$ cat config.mk
export PLATFORM = sky130hd
export DESIGN_NAME = floppy_read_arbiter
export DESIGN_NICKNAME = d
export VERILOG_FILES = /design/src/rtl/floppy_read_arbiter_pkg.sv /design/src/rtl/floppy_read_arbiter.sv
export SDC_FILE = /design/constraint.sdc
export NUM_CORES = 1
export LEC_CHECK = 0
export ABC_AREA = 0
export CELL_PAD_IN_SITES_DETAIL_PLACEMENT = 1
export CELL_PAD_IN_SITES_GLOBAL_PLACEMENT = 2
export CORE_UTILIZATION = 22
export CTS_BUF_LIST = sky130_fd_sc_hd__clkbuf_4 sky130_fd_sc_hd__clkbuf_8
export DETAILED_ROUTE_END_ITERATION = 16
export GPL_TIMING_DRIVEN = 0
export PLACE_DENSITY = 0.86
export SLEW_MARGIN = 25
export SYNTH_ARGS = -nofsm -noshare
export SYNTH_HDL_FRONTEND = slang
export SYNTH_SLANG_ARGS = --single-unit
$ cat constraint.sdc
create_clock -name clk8 -period 1.8 [get_ports clk8]
set_clock_uncertainty 0.2 [all_clocks]
set_input_delay 0.36 -clock clk8 [delete_from_list [all_inputs] [get_ports clk8]]
set_output_delay 0.36 -clock clk8 [all_outputs]
set_load 0.05 [all_outputs]
$ cat src/rtl/floppy_read_arbiter_pkg.sv
// Shared definitions for the floppy read arbiter: FSM state encoding,
// drive identifiers and the round-robin grant helper.
package floppy_read_arbiter_pkg;

    localparam logic [1:0] ST_IDLE  = 2'd0;
    localparam logic [1:0] ST_ISSUE = 2'd1;
    localparam logic [1:0] ST_WAIT  = 2'd2;

    typedef enum logic [1:0] {
        S_IDLE  = ST_IDLE,
        S_ISSUE = ST_ISSUE,
        S_WAIT  = ST_WAIT
    } state_t;

    // Drive identifiers double as the grant value and the req/ack bit index.
    localparam logic DRV_INT = 1'b0;
    localparam logic DRV_EXT = 1'b1;

    // Pick the drive to serve from a non-zero request vector. A lone request
    // wins outright; on a tie the drive that was not served last goes next.
    function automatic logic pick_drive(input logic [1:0] req, input logic last_grant);
        if (req == 2'b11)
            return ~last_grant;
        else if (req[DRV_INT])
            return DRV_INT;
        else
            return DRV_EXT;
    endfunction

endpackage

$ cat src/rtl/floppy_read_arbiter.sv
// Serialises byte reads from the internal and external floppy models onto a
// single memory read port. Adds a per-drive image base, returns data with a
// one-cycle per-drive ack, and forces completion with an all-ones byte if the
// memory port does not answer within TIMEOUT cycles.
module floppy_read_arbiter
    import floppy_read_arbiter_pkg::*;
#(
    parameter int                ADDR_W  = 22,
    parameter int                DATA_W  = 8,
    parameter logic [ADDR_W-1:0] BASE0   = 22'h000000,
    parameter logic [ADDR_W-1:0] BASE1   = 22'h0E0000,
    parameter int                TIMEOUT = 255
) (
    input  logic              clk8,
    input  logic              _reset,
    input  logic [1:0]        req,
    input  logic [ADDR_W-1:0] addr0,
    input  logic [ADDR_W-1:0] addr1,
    output logic [1:0]        ack,
    output logic [DATA_W-1:0] rdata,
    output logic              timeout,
    output logic              mem_req,
    output logic [ADDR_W-1:0] mem_addr,
    input  logic              mem_ack,
    input  logic [DATA_W-1:0] mem_data,
    output logic              busy
);

    // Watchdog value seen on the last WAIT cycle before forced completion.
    localparam logic [7:0] WD_LAST = 8'(TIMEOUT - 1);

    state_t     state;
    logic       gnt;
    logic       last_grant;
    logic [7:0] watchdog;
    logic       next_gnt;

    assign next_gnt = pick_drive(req, last_grant);

    // NOTE: busy decodes the state register directly, so it rises the cycle
    // after a grant and needs no extra flop of its own.
    assign busy = (state != S_IDLE);

    // Arbitration FSM with watchdog; every output except busy is registered.
    always_ff @(posedge clk8) begin
        if (!_reset) begin
            state      <= S_IDLE;
            gnt        <= DRV_INT;
            last_grant <= DRV_EXT;
            watchdog   <= '0;
            ack        <= '0;
            timeout    <= 1'b0;
            mem_req    <= 1'b0;
            mem_addr   <= '0;
            rdata      <= '0;
        end else begin
            // NOTE: pulse outputs default low every cycle and are raised only
            // in the completing branch, which keeps them exactly one cycle wide.
            ack     <= '0;
            timeout <= 1'b0;

            case (state)
                S_IDLE: begin
                    if (req != 2'b00) begin
                        gnt        <= next_gnt;
                        last_grant <= next_gnt;
                        // Carry out of the base addition is dropped by design.
                        mem_addr   <= (next_gnt == DRV_EXT) ? (BASE1 + addr1)
                                                            : (BASE0 + addr0);
                        state      <= S_ISSUE;
                    end
                end

                S_ISSUE: begin
                    mem_req  <= 1'b1;
                    watchdog <= '0;
                    state    <= S_WAIT;
                end

                S_WAIT: begin
                    if (mem_ack) begin
                        rdata    <= mem_data;
                        mem_req  <= 1'b0;
                        ack[gnt] <= req[gnt];
                        state    <= S_IDLE;
                    end else if (watchdog == WD_LAST) begin
                        rdata    <= '1;
                        mem_req  <= 1'b0;
                        ack[gnt] <= req[gnt];
                        timeout  <= 1'b1;
                        state    <= S_IDLE;
                    end else begin
                        watchdog <= watchdog + 8'd1;
                    end
                end

                default: begin
                    mem_req <= 1'b0;
                    state   <= S_IDLE;
                end
            endcase
        end
    end

endmodule

==> summary.txt <==
=================================================================================
Mean post-synth cell area                                               9.47 um^2
Number of unique standard cell types used by synthesis                         40
Clock latency on the worst-skew pair                                       310 ps
Wire length on met3                                                        447 um
Wire length after detailed routing                                        6.52 mm
Maximum clock insertion buffer count                                            2
Global-route wire length before repair                                    10.6 mm
Total Die Area                                                         10000 um^2
Worst-path maximum fanout                                                       2
Net count, final                                                              385
Most used DFF post-synth                                             sky130_fd_sc_hd__dfxtp_1
Initial cell density of the core                                            22.8%
Ranking of synthesized cells by instance count                       46 x sky130_fd_sc_hd__dfxtp_1, 27 x sky130_fd_sc_hd__a21oi_1, 25 x sky130_fd_sc_hd__o21ai_0
Shortest clock period the worst path allows after layout                  1760 ps
Cell family with the largest share of critical-path delay            buffers and inverters
Startpoint type of the worst setup path                                  register
Worst min path class                                                       in2reg
Antenna Diode Count                                                             0
Worst path arrival time                                                   1200 ps
Area overhead of the layout relative to synthesis                           55.8%
Detailed-route wire length per cell                                       14.3 um
Total chip power                                                        0.00262 W
Core Region                                                             9280 um^2
PwrDens                                                               794 nW/um^2
Final hold violations                                                           0
Maximum number of pins on one net before global-route repair                   17
DP Wirelength                                                             5.05 mm
Vias post-DR                                                                 2075
Category of the most critical setup path                                  reg2out
GRT Util Overall                                                            13.4%
Result of the run                                                    complete, no violations
Number of top-level design ports                                               92
Unrepaired setup endpoints after global routing                               yes
DRC marker count from the first detailed-route iteration                       46
Metal-1 WL                                                                2.72 mm
Worst path bufs/invs                                                            1
Drt drc                                                                         0
Post-route non-filler standard cell count                                     455
Delay contributed by the slowest stage of the critical path                510 ps
Part of the total power dissipated in sequential elements                   43.5%
Clock transition at path regs                                              100 ps
Detail-routed via count per cell                                             4.56
Floorplan die width                                                        100 um
Fraction of synthesis flops using an asynchronous set or reset pin             0%
Number of routed nets with antenna violations                                   0
Max Transition Viols Final                                                      0
Crit-path cells                                                      clkdlybuf4s15_1
Slew at the pin closest to its max-slew limit                              519 ps
CP max-delay cell                                                    sky130_fd_sc_hd__clkdlybuf4s15_1
Maximum ir drop on the vdd rail                                          0.316 mV
Highest Clock Rate                                                      0.568 GHz
Synthesized area                                                        2120 um^2
Hold buffers post-CTS                                                           0
Final setup violating endpoints                                                 0
Clock H-tree levels                                                             2
Die H                                                                      100 um
Critical Path End Type                                                output port
Clock network fraction of total power                                       26.1%
Required time at the endpoint of the critical path                        1240 ps
Share of cells above drive strength 1                                       11.3%
Relative slew margins                                                       65.5%
Filler cell count in the final layout                                        1127
Cell leakage power                                                        1.41 nW
Maximum Capacitance Violations                                                  0
Number of cells in the design after placement                                 443
Top layer in use                                                             met4
Aggregate global routing overflow                                               0
Vias in the first global route                                               2194
Cell internal pwr                                                       0.00167 W
Antenna violations before repair                                                0
Clock sink total                                                               46
Number of buffers added by the clock tree synthesis step                        5
Number of enable flip-flop cells after synthesis                                0
P_sw                                                                   0.000954 W
Number of port buffers                                                         90
TNS Setup                                                                    0 ps
Switching power as a share of total power                                   36.4%
Final worst path period share                                               97.7%
Largest area contributor in the synthesized netlist                  sky130_fd_sc_hd__dfxtp_1
Gate power share                                                            30.4%
Net count after synthesis                                                     284
Met2 routed WL                                                            3.30 mm
Final Hold Slack                                                           251 ps
Most frequent cell after synthesis                                   sky130_fd_sc_hd__dfxtp_1
Root buffer selected by CTS                                          sky130_fd_sc_hd__clkbuf_8
Sequential area share after synthesis                                       43.4%
Number of optimization iterations in the first detailed-route pass              4
Top cells by area, synth                                             sky130_fd_sc_hd__dfxtp_1 43%, sky130_fd_sc_hd__mux2i_1 9.4%, sky130_fd_sc_hd__a21oi_1 6.4%
Post-synthesis instance total                                                 224
Area share of the largest cell type after synthesis                         43.4%
Number of warnings issued by yosys                                              0
Post-synthesis register bit count                                              46
Clock tree from TritonCTS                                                     yes
Core Rows                                                                      35
Routability congestion estimate from global placement                       0.769
=================================================================================
==> worst reg2reg max path: stages (launching register included) <==
cell,delay (ps)
sky130_fd_sc_hd__dfxtp_4,360
sky130_fd_sc_hd__inv_1,50
sky130_fd_sc_hd__ha_1,160
sky130_fd_sc_hd__and4_4,250
sky130_fd_sc_hd__a21oi_4,80
sky130_fd_sc_hd__nor3b_4,210
sky130_fd_sc_hd__buf_4,170
sky130_fd_sc_hd__nor4b_4,170
==> power groups by stage <==
| stage | logic [W] | registers (W) | clock network, W |
|---|---|---|---|
| 2_1_floorplan | 0.000243 | 0.00141 | 0 |
| 3_3_place_gp | 0.000831 | 0.00117 | 0 |
| 3_5_place_dp | 0.000839 | 0.00117 | 0 |
| 4_1_cts | 0.000803 | 0.00114 | 0.000719 |
| 5_1_grt | 0.000853 | 0.00115 | 0.000743 |
| 6_report | 0.000798 | 0.00114 | 0.000684 |
==> flip-flops by register name, indices dropped and copies added, names as in the netlist <==
| register | flops |
|---|---|
| mem_req | 1 |
| rdata | 8 |
| last_grant | 1 |
| ack | 2 |
| timeout | 1 |
| watchdog | 8 |
| gnt | 1 |
| state | 2 |
| mem_addr | 22 |
==> worst paths after layout <==
check / start / end / slack (ps) / depth (start not counted)
max: mem_addr[21] / mem_addr[21] / 40 / 1
min: req[1] / ack[1] / 250 / 2
max reg2reg: watchdog[0] / ack[0] / 90 / 7
min reg2reg: mem_addr[18] / mem_addr[18] / 270 / 2
==> area by class of cell <==
class | count | area (um^2) | area share, %
buffer | 13 | 73.8 | 2.23
clock buffer | 5 | 68.8 | 2.08
clock inverter | 3 | 23.8 | 0.719
inverter | 8 | 30.0 | 0.909
multi-input combinational | 157 | 1130 | 34.1
sequential | 46 | 928 | 28.1
tap | 129 | 161 | 4.88
timing repair buffer | 94 | 892 | 27.0
==> metrics by stage <==
step | util (%) | setup WS, ps | instance area, um^2
after floorplan | - | 107 | 2120
after global placement | 34.3 | -450 | 3180
after detailed placement | 34.3 | -468 | 3180
after CTS | 35.4 | -49.4 | 3280
after global routing | 35.6 | -14.5 | 3300
final | 35.6 | 40.9 | 3300
==> kinds of logic after synthesis <==
kind of cell	share of synthesized area, %
AO/OA/AOI/OAI	22.1
XOR/XNOR	2.07
adder cells (fa/ha/maj)	1.77
multiplexers	9.44
flip-flops	43.4
buffers and inverters	4.72
AND/OR/NAND/NOR	16.5
==> routing by layer <==
| layer | track usage [%] | vias to the layer above |
|---|---|---|
| li1 | - | 1029 |
| met1 | 15.3 | 975 |
| met2 | 24.3 | 66 |
| met3 | 3.97 | 5 |
| met4 | 3.34 | 0 |
| met5 | 0 | - |
==> repair_timing <==
action	in CTS	in global routing
gates resized for setup	45	15
pin swaps	3	2
setup endpoints to repair	67	40
setup buffers	4	0
==> layout by cell type, fill, tap and decap left out, types with 5 or more instances in the layout <==
master | synthesis | final
sky130_fd_sc_hd__clkbuf_8 | 0 | 5
sky130_fd_sc_hd__clkdlybuf4s50_1 | 0 | 52
sky130_fd_sc_hd__o221a_1 | 8 | 8
sky130_fd_sc_hd__a21oi_1 | 27 | 27
sky130_fd_sc_hd__nor2_1 | 7 | 6
sky130_fd_sc_hd__buf_2 | 5 | 5
sky130_fd_sc_hd__nand4_1 | 5 | 5
sky130_fd_sc_hd__nand3_1 | 9 | 9
sky130_fd_sc_hd__inv_1 | 6 | 6
sky130_fd_sc_hd__mux2i_1 | 20 | 19
sky130_fd_sc_hd__dfxtp_1 | 46 | 44
sky130_fd_sc_hd__o21ai_0 | 25 | 25
sky130_fd_sc_hd__clkbuf_1 | 6 | 5
sky130_fd_sc_hd__dlygate4sd2_1 | 0 | 29
sky130_fd_sc_hd__nand2_1 | 11 | 11
Power figures use the tool's default switching activity.
